<file path="src/rtl/avl_arbiter_2m.sv">
// Two-master to one-slave Avalon-MM arbiter with a registered IDLE/GNT0/GNT1 grant FSM.
// Optional stall watchdog enabled by defining AVL_ARB_TIMEOUT_EN.
module avl_arbiter_2m #(
  parameter int ADDR_WIDTH     = 32,
  parameter int DATA_WIDTH     = 32,
  parameter int ROUND_ROBIN    = 1,
  parameter int TIMEOUT_CYCLES = 1000
) (
  input  logic                    clk,
  input  logic                    rst,
  input  logic [ADDR_WIDTH-1:0]   m0_address,
  input  logic [DATA_WIDTH/8-1:0] m0_byteenable,
  input  logic [DATA_WIDTH-1:0]   m0_writedata,
  input  logic                    m0_read,
  input  logic                    m0_write,
  output logic [DATA_WIDTH-1:0]   m0_readdata,
  output logic                    m0_waitrequest,
  input  logic [ADDR_WIDTH-1:0]   m1_address,
  input  logic [DATA_WIDTH/8-1:0] m1_byteenable,
  input  logic [DATA_WIDTH-1:0]   m1_writedata,
  input  logic                    m1_read,
  input  logic                    m1_write,
  output logic [DATA_WIDTH-1:0]   m1_readdata,
  output logic                    m1_waitrequest,
  output logic [ADDR_WIDTH-1:0]   s_address,
  output logic [DATA_WIDTH/8-1:0] s_byteenable,
  output logic [DATA_WIDTH-1:0]   s_writedata,
  output logic                    s_read,
  output logic                    s_write,
  input  logic [DATA_WIDTH-1:0]   s_readdata,
  input  logic                    s_waitrequest,
  output logic                    arb_timeout
);

  typedef enum logic [1:0] {
    IDLE = 2'd0,
    GNT0 = 2'd1,
    GNT1 = 2'd2
  } state_t;

  state_t state;
  state_t state_next;
  logic   last_grant;
  logic   req0;
  logic   req1;

  assign req0 = m0_read | m0_write;
  assign req1 = m1_read | m1_write;

  // Grant state and round-robin history
  always_ff @(posedge clk) begin
    if (rst) begin
      state      <= IDLE;
      last_grant <= 1'b1;
    end else begin
      state <= state_next;
      if (state == IDLE && state_next == GNT0) begin
        last_grant <= 1'b0;
      end else if (state == IDLE && state_next == GNT1) begin
        last_grant <= 1'b1;
      end
    end
  end

  // Next-state selection and slave/master routing
  always_comb begin
    state_next     = IDLE;
    s_address      = '0;
    s_byteenable   = '0;
    s_writedata    = '0;
    s_read         = 1'b0;
    s_write        = 1'b0;
    m0_waitrequest = 1'b1;
    m1_waitrequest = 1'b1;
    m0_readdata    = '0;
    m1_readdata    = '0;
    case (state)
      IDLE: begin
        if (req0 && req1) begin
          // On a tie, round-robin favours the master that was not served last
          if ((ROUND_ROBIN != 0) && !last_grant) begin
            state_next = GNT1;
          end else begin
            state_next = GNT0;
          end
        end else if (req0) begin
          state_next = GNT0;
        end else if (req1) begin
          state_next = GNT1;
        end else begin
          state_next = IDLE;
        end
      end
      GNT0: begin
        if (req0) begin
          s_address      = m0_address;
          s_byteenable   = m0_byteenable;
          s_writedata    = m0_writedata;
          s_read         = m0_read;
          s_write        = m0_write;
          m0_waitrequest = s_waitrequest;
          m0_readdata    = s_readdata;
          state_next     = s_waitrequest ? GNT0 : IDLE;
        end else begin
          state_next = IDLE;
        end
      end
      GNT1: begin
        if (req1) begin
          s_address      = m1_address;
          s_byteenable   = m1_byteenable;
          s_writedata    = m1_writedata;
          s_read         = m1_read;
          s_write        = m1_write;
          m1_waitrequest = s_waitrequest;
          m1_readdata    = s_readdata;
          state_next     = s_waitrequest ? GNT1 : IDLE;
        end else begin
          state_next = IDLE;
        end
      end
      default: begin
        state_next = IDLE;
      end
    endcase
  end

`ifdef AVL_ARB_TIMEOUT_EN
  localparam int CW = $clog2(TIMEOUT_CYCLES + 1);
  localparam logic [CW-1:0] T_MAX    = CW'(TIMEOUT_CYCLES);
  localparam logic [CW-1:0] T_MAX_M1 = CW'(TIMEOUT_CYCLES - 1);

  logic [CW-1:0] wait_cnt;
  logic          timeout_flag;

  // Stall watchdog: counter is cleared in IDLE, so every grant starts from zero
  always_ff @(posedge clk) begin
    if (rst) begin
      wait_cnt     <= '0;
      timeout_flag <= 1'b0;
    end else if (state == IDLE) begin
      wait_cnt <= '0;
    end else if (s_waitrequest) begin
      if (wait_cnt != T_MAX) begin
        wait_cnt <= wait_cnt + CW'(1);
      end
      if (wait_cnt == T_MAX_M1) begin
        timeout_flag <= 1'b1;
      end
    end
  end

  assign arb_timeout = timeout_flag;
`else
  assign arb_timeout = 1'b0;
`endif

endmodule

</file>
<file path="config.mk">
export PLATFORM = sky130hd
export DESIGN_NAME = avl_arbiter_2m
export DESIGN_NICKNAME = d
export VERILOG_FILES = /design/src/rtl/avl_arbiter_2m.sv
export SDC_FILE = /design/constraint.sdc
export NUM_CORES = 1
export LEC_CHECK = 0
export ABC_AREA = 1
export CORE_AREA = 3 3 119 121
export CTS_CLUSTER_DIAMETER = 60
export DETAILED_ROUTE_END_ITERATION = 12
export DIE_AREA = 0 0 122 124
export PLACE_DENSITY_LB_ADDON = 0.15
export SYNTH_ARGS = -nofsm -noshare
export SYNTH_HDL_FRONTEND = slang
export SYNTH_SLANG_ARGS = --single-unit
</file>
<file path="constraint.sdc">
create_clock -name clk -period 3.9 [get_ports clk]
set_clock_uncertainty 0.15 [all_clocks]
set_input_delay 0.39 -clock clk [delete_from_list [all_inputs] [get_ports clk]]
set_output_delay 0.39 -clock clk [all_outputs]
set_load 0.01 [all_outputs]
</file>
==> results.yml <==
synthesis:
  synthSimpleGateAreaFrac_pct: 50.5
  synth_top_family_by_area: "simple AND/OR/NAND/NOR gates"
  ys_seq_area_share_pct: 3.55
  synthAdderAreaFrac_pct: 2.95
  syn_avg_cell_area_sq_um: 4.46
  synth-compound-area-share_pct: 24.1
  yosysWarnings: 0
  synthXorXnorAreaFrac_pct: 0
  synth_seq_cells: 3
  syn_area_sq_um: 1690
  syn_nets: 559
  yosys-mux-area-fraction_pct: 0
  netlist-cell-type-count: 17
  syn_inst: 380
clock_tree:
  cts_root_buf: "clkbuf_16"
  cts_setup_buffers: 0
  cts_resized: 0
  clk_pin_slew_ns: 0.03
  insertion_delay_ns: 0.23
  cts_made_buffers: 3
  cts_buffer_depth: 2
  htreeDepth: 1
  cts.sinks: 3
  tritoncts: "built"
  cts_hold_buffers: 0
run_status:
  status: "completed"
sta:
  fin_crit_sh_pct: 74.6
  slew_headroom_pct: 63.4
  slew_violations: 0
  fmax_mhz: 344
  rsz0062_at_grt: "no"
  worst_pin_slew_ns: 0.548
  hold_viol_final: 0
  period_minus_slack_ns: 2.91
  holdWs_ns: 0.314
  setup-violations-final: 0
  finalSetupTns_ns: 0
power:
  comb_power_share_pct: 83.2
  power.leakage_uw: 0.00187
  max-vdd-ir-drop_uv: 160
  power_density_nw_per_um2: 251
  netSwitchingPower_uw: 573
  p_seq_share_pct: 3.7
  swShare_pct: 45.4
  p_int_uw: 689
  pwr-share-clk_pct: 13.1
finish:
  antenna_cells: 0
  nets: 853
  fillers: 1393
  stdcell_count: 849
  drive_gt1_share_pct: 3.86
  synthToLayoutAreaGrowth_pct: 196
route:
  vias_per_cell: 4.00
  ant_nets: 0
  wire_per_inst_microns: 14.3
  vias: 3393
  dr.pass1.iters: 4
  drt_first_iter_violations: 104
  drt_wl_total_mm: 12.1
  drc: 0
placement:
  gp_congestion: 0.731
  dp.cells: 845
  io_buffers: 310
  hpwl_mm: 9.66
global_routing:
  grt_pass1_vias: 3375
  grt_max_degree: 49
  grtUsageTotal_pct: 14.2
  grt_overflow: 0
  antenna_found_initial: 0
  grt_first_pass_wirelength_mm: 17.4
min_path:
  hp-class: "flop to flop"
critical_path:
  arrival_ns: 2.37
  critical-path-top-delay-family: "buffers and inverters"
  crit_path_top_delay_cell: "clkdlybuf4s50_1"
  cp.required_ns: 3.36
  crit_fanout: 40
  crit_chain: "clkdlybuf4s50_1, inv_2, nand2_2, nand2_2, inv_2, buf_4, nand2_1, a21oi_1, clkdlybuf4s50_1"
  slowest_delay_ns: 0.60
  critPathLaunchType: "input port"
  crit_buf_inv: 5
  endpoint_kind: "primary output"
  path_class: "input port to primary output"
floorplanning:
  core-area_sq_um: 13200
  die_w_microns: 122
  dieArea_sq_um: 15100
  num_rows: 42
  fp.dieH_microns: 124
  ios: 312
  start_util_pct: 12.8
run:
  drv_cap: 0
[through the flow]
stage               setup slack (ns)  area [sq um]  utilization (%)  power, uW
floorplan                       2.02          1690                -        528
global placement               0.955          4940             37.5       1110
detailed placement             0.947          4940             37.5       1110
CTS                            0.949          5020             38.1       1280
global route                   0.796          5020             38.1       1380
finish                         0.992          5020             38.1       1260
[worst paths after layout]
kind                                start                 endpoint  slack (ns)  cells after the start
setup reg to reg      state[0]$_SDFF_PP0_  last_grant$_SDFFE_PP1P_        2.53                      9
hold reg to reg   last_grant$_SDFFE_PP1P_  last_grant$_SDFFE_PP1P_        0.31                      2
hold / removal    last_grant$_SDFFE_PP1P_  last_grant$_SDFFE_PP1P_        0.31                      2
setup / recovery                 m0_write            s_address[26]        0.99                      9
[routing by layer]
metal | vias up | global-route usage [%] | part of all wire (%)
met2 | 192 | 26.3 | 50
met4 | 0 | 2.31 | 0.78
met5 | - | 0 | 0
met3 | 6 | 5.81 | 13
met1 | 1466 | 15.5 | 36
li1 | 1729 | - | -
[layout by cell type (no fill, tap or decap)]
cell type / n
nand2_2: 2
o21ai_2: 1
a21oi_2: 9
a21oi_1: 62
clkdlybuf4s50_1: 310
nand2_1: 152
o21ai_0: 2
inv_1: 40
clkbuf_16: 3
clkbuf_1: 1
nor2_1: 70
conb_1: 1
inv_2: 4
buf_12: 2
buf_4: 5
nand3_1: 2
dfxtp_1: 3
ha_1: 4
[sequential cells by signal, indices dropped and copies added, names as in the netlist]
register and flops:
state 2, last_grant 1
[area by class of cell]
class / count / area, sq um / share of cell area (%)
Timing Repair Buffer: 317 / 3180 / 63.3
Sequential cell: 3 / 60.1 / 1.20
Inverter: 44 / 165 / 3.29
Clock buffer: 4 / 78.8 / 1.57
Tap cell: 176 / 220 / 4.38
Multi-Input combinational cell: 305 / 1320 / 26.2
[cells by family after synthesis]
family | after synthesis
AOI/OAI and AO/OA | 74
adders and majority gates | 4
buffers and inverters | 72
DFF | 3
other | 1
and+or+nand+nor | 226
[worst register-to-register path, cell delays in order (launching register included)]
cell and delay (ns):
dfxtp_1 0.35, inv_1 0.08, ha_1 0.23, inv_1 0.08, nor2_1 0.05, nand2_1 0.06
nand2_1 0.06, a21oi_1 0.13, nand2_1 0.07, nand3_1 0.06
[synth_stat cells]
cell type	count	area share (%)
ha_1	4	3.0
buf_2	10	3.0
buf_6	4	2.7
clkbuf_1	13	2.9
a21oi_2	9	4.7
o21ai_0	2	0.59
nand2_2	2	0.74
nand2_1	152	34
nor2_1	70	16
dfxtp_1	3	3.5
buf_4	1	0.44
o21ai_2	1	0.52
conb_1	1	0.22
a21oi_1	62	18
inv_1	40	8.9
nand3_1	2	0.59
inv_2	4	0.89
[power by group through the flow]
stage | combinational (uW) | clock [uW] | sequential, uW
after floorplan | 482 | 0 | 46.2
after global placement | 1060 | 0 | 46.9
after detailed placement | 1070 | 0 | 47.9
after CTS | 1070 | 166 | 47.1
after global routing | 1160 | 172 | 48.1
final | 1050 | 165 | 46.9
(Power assumes the default switching activity.)
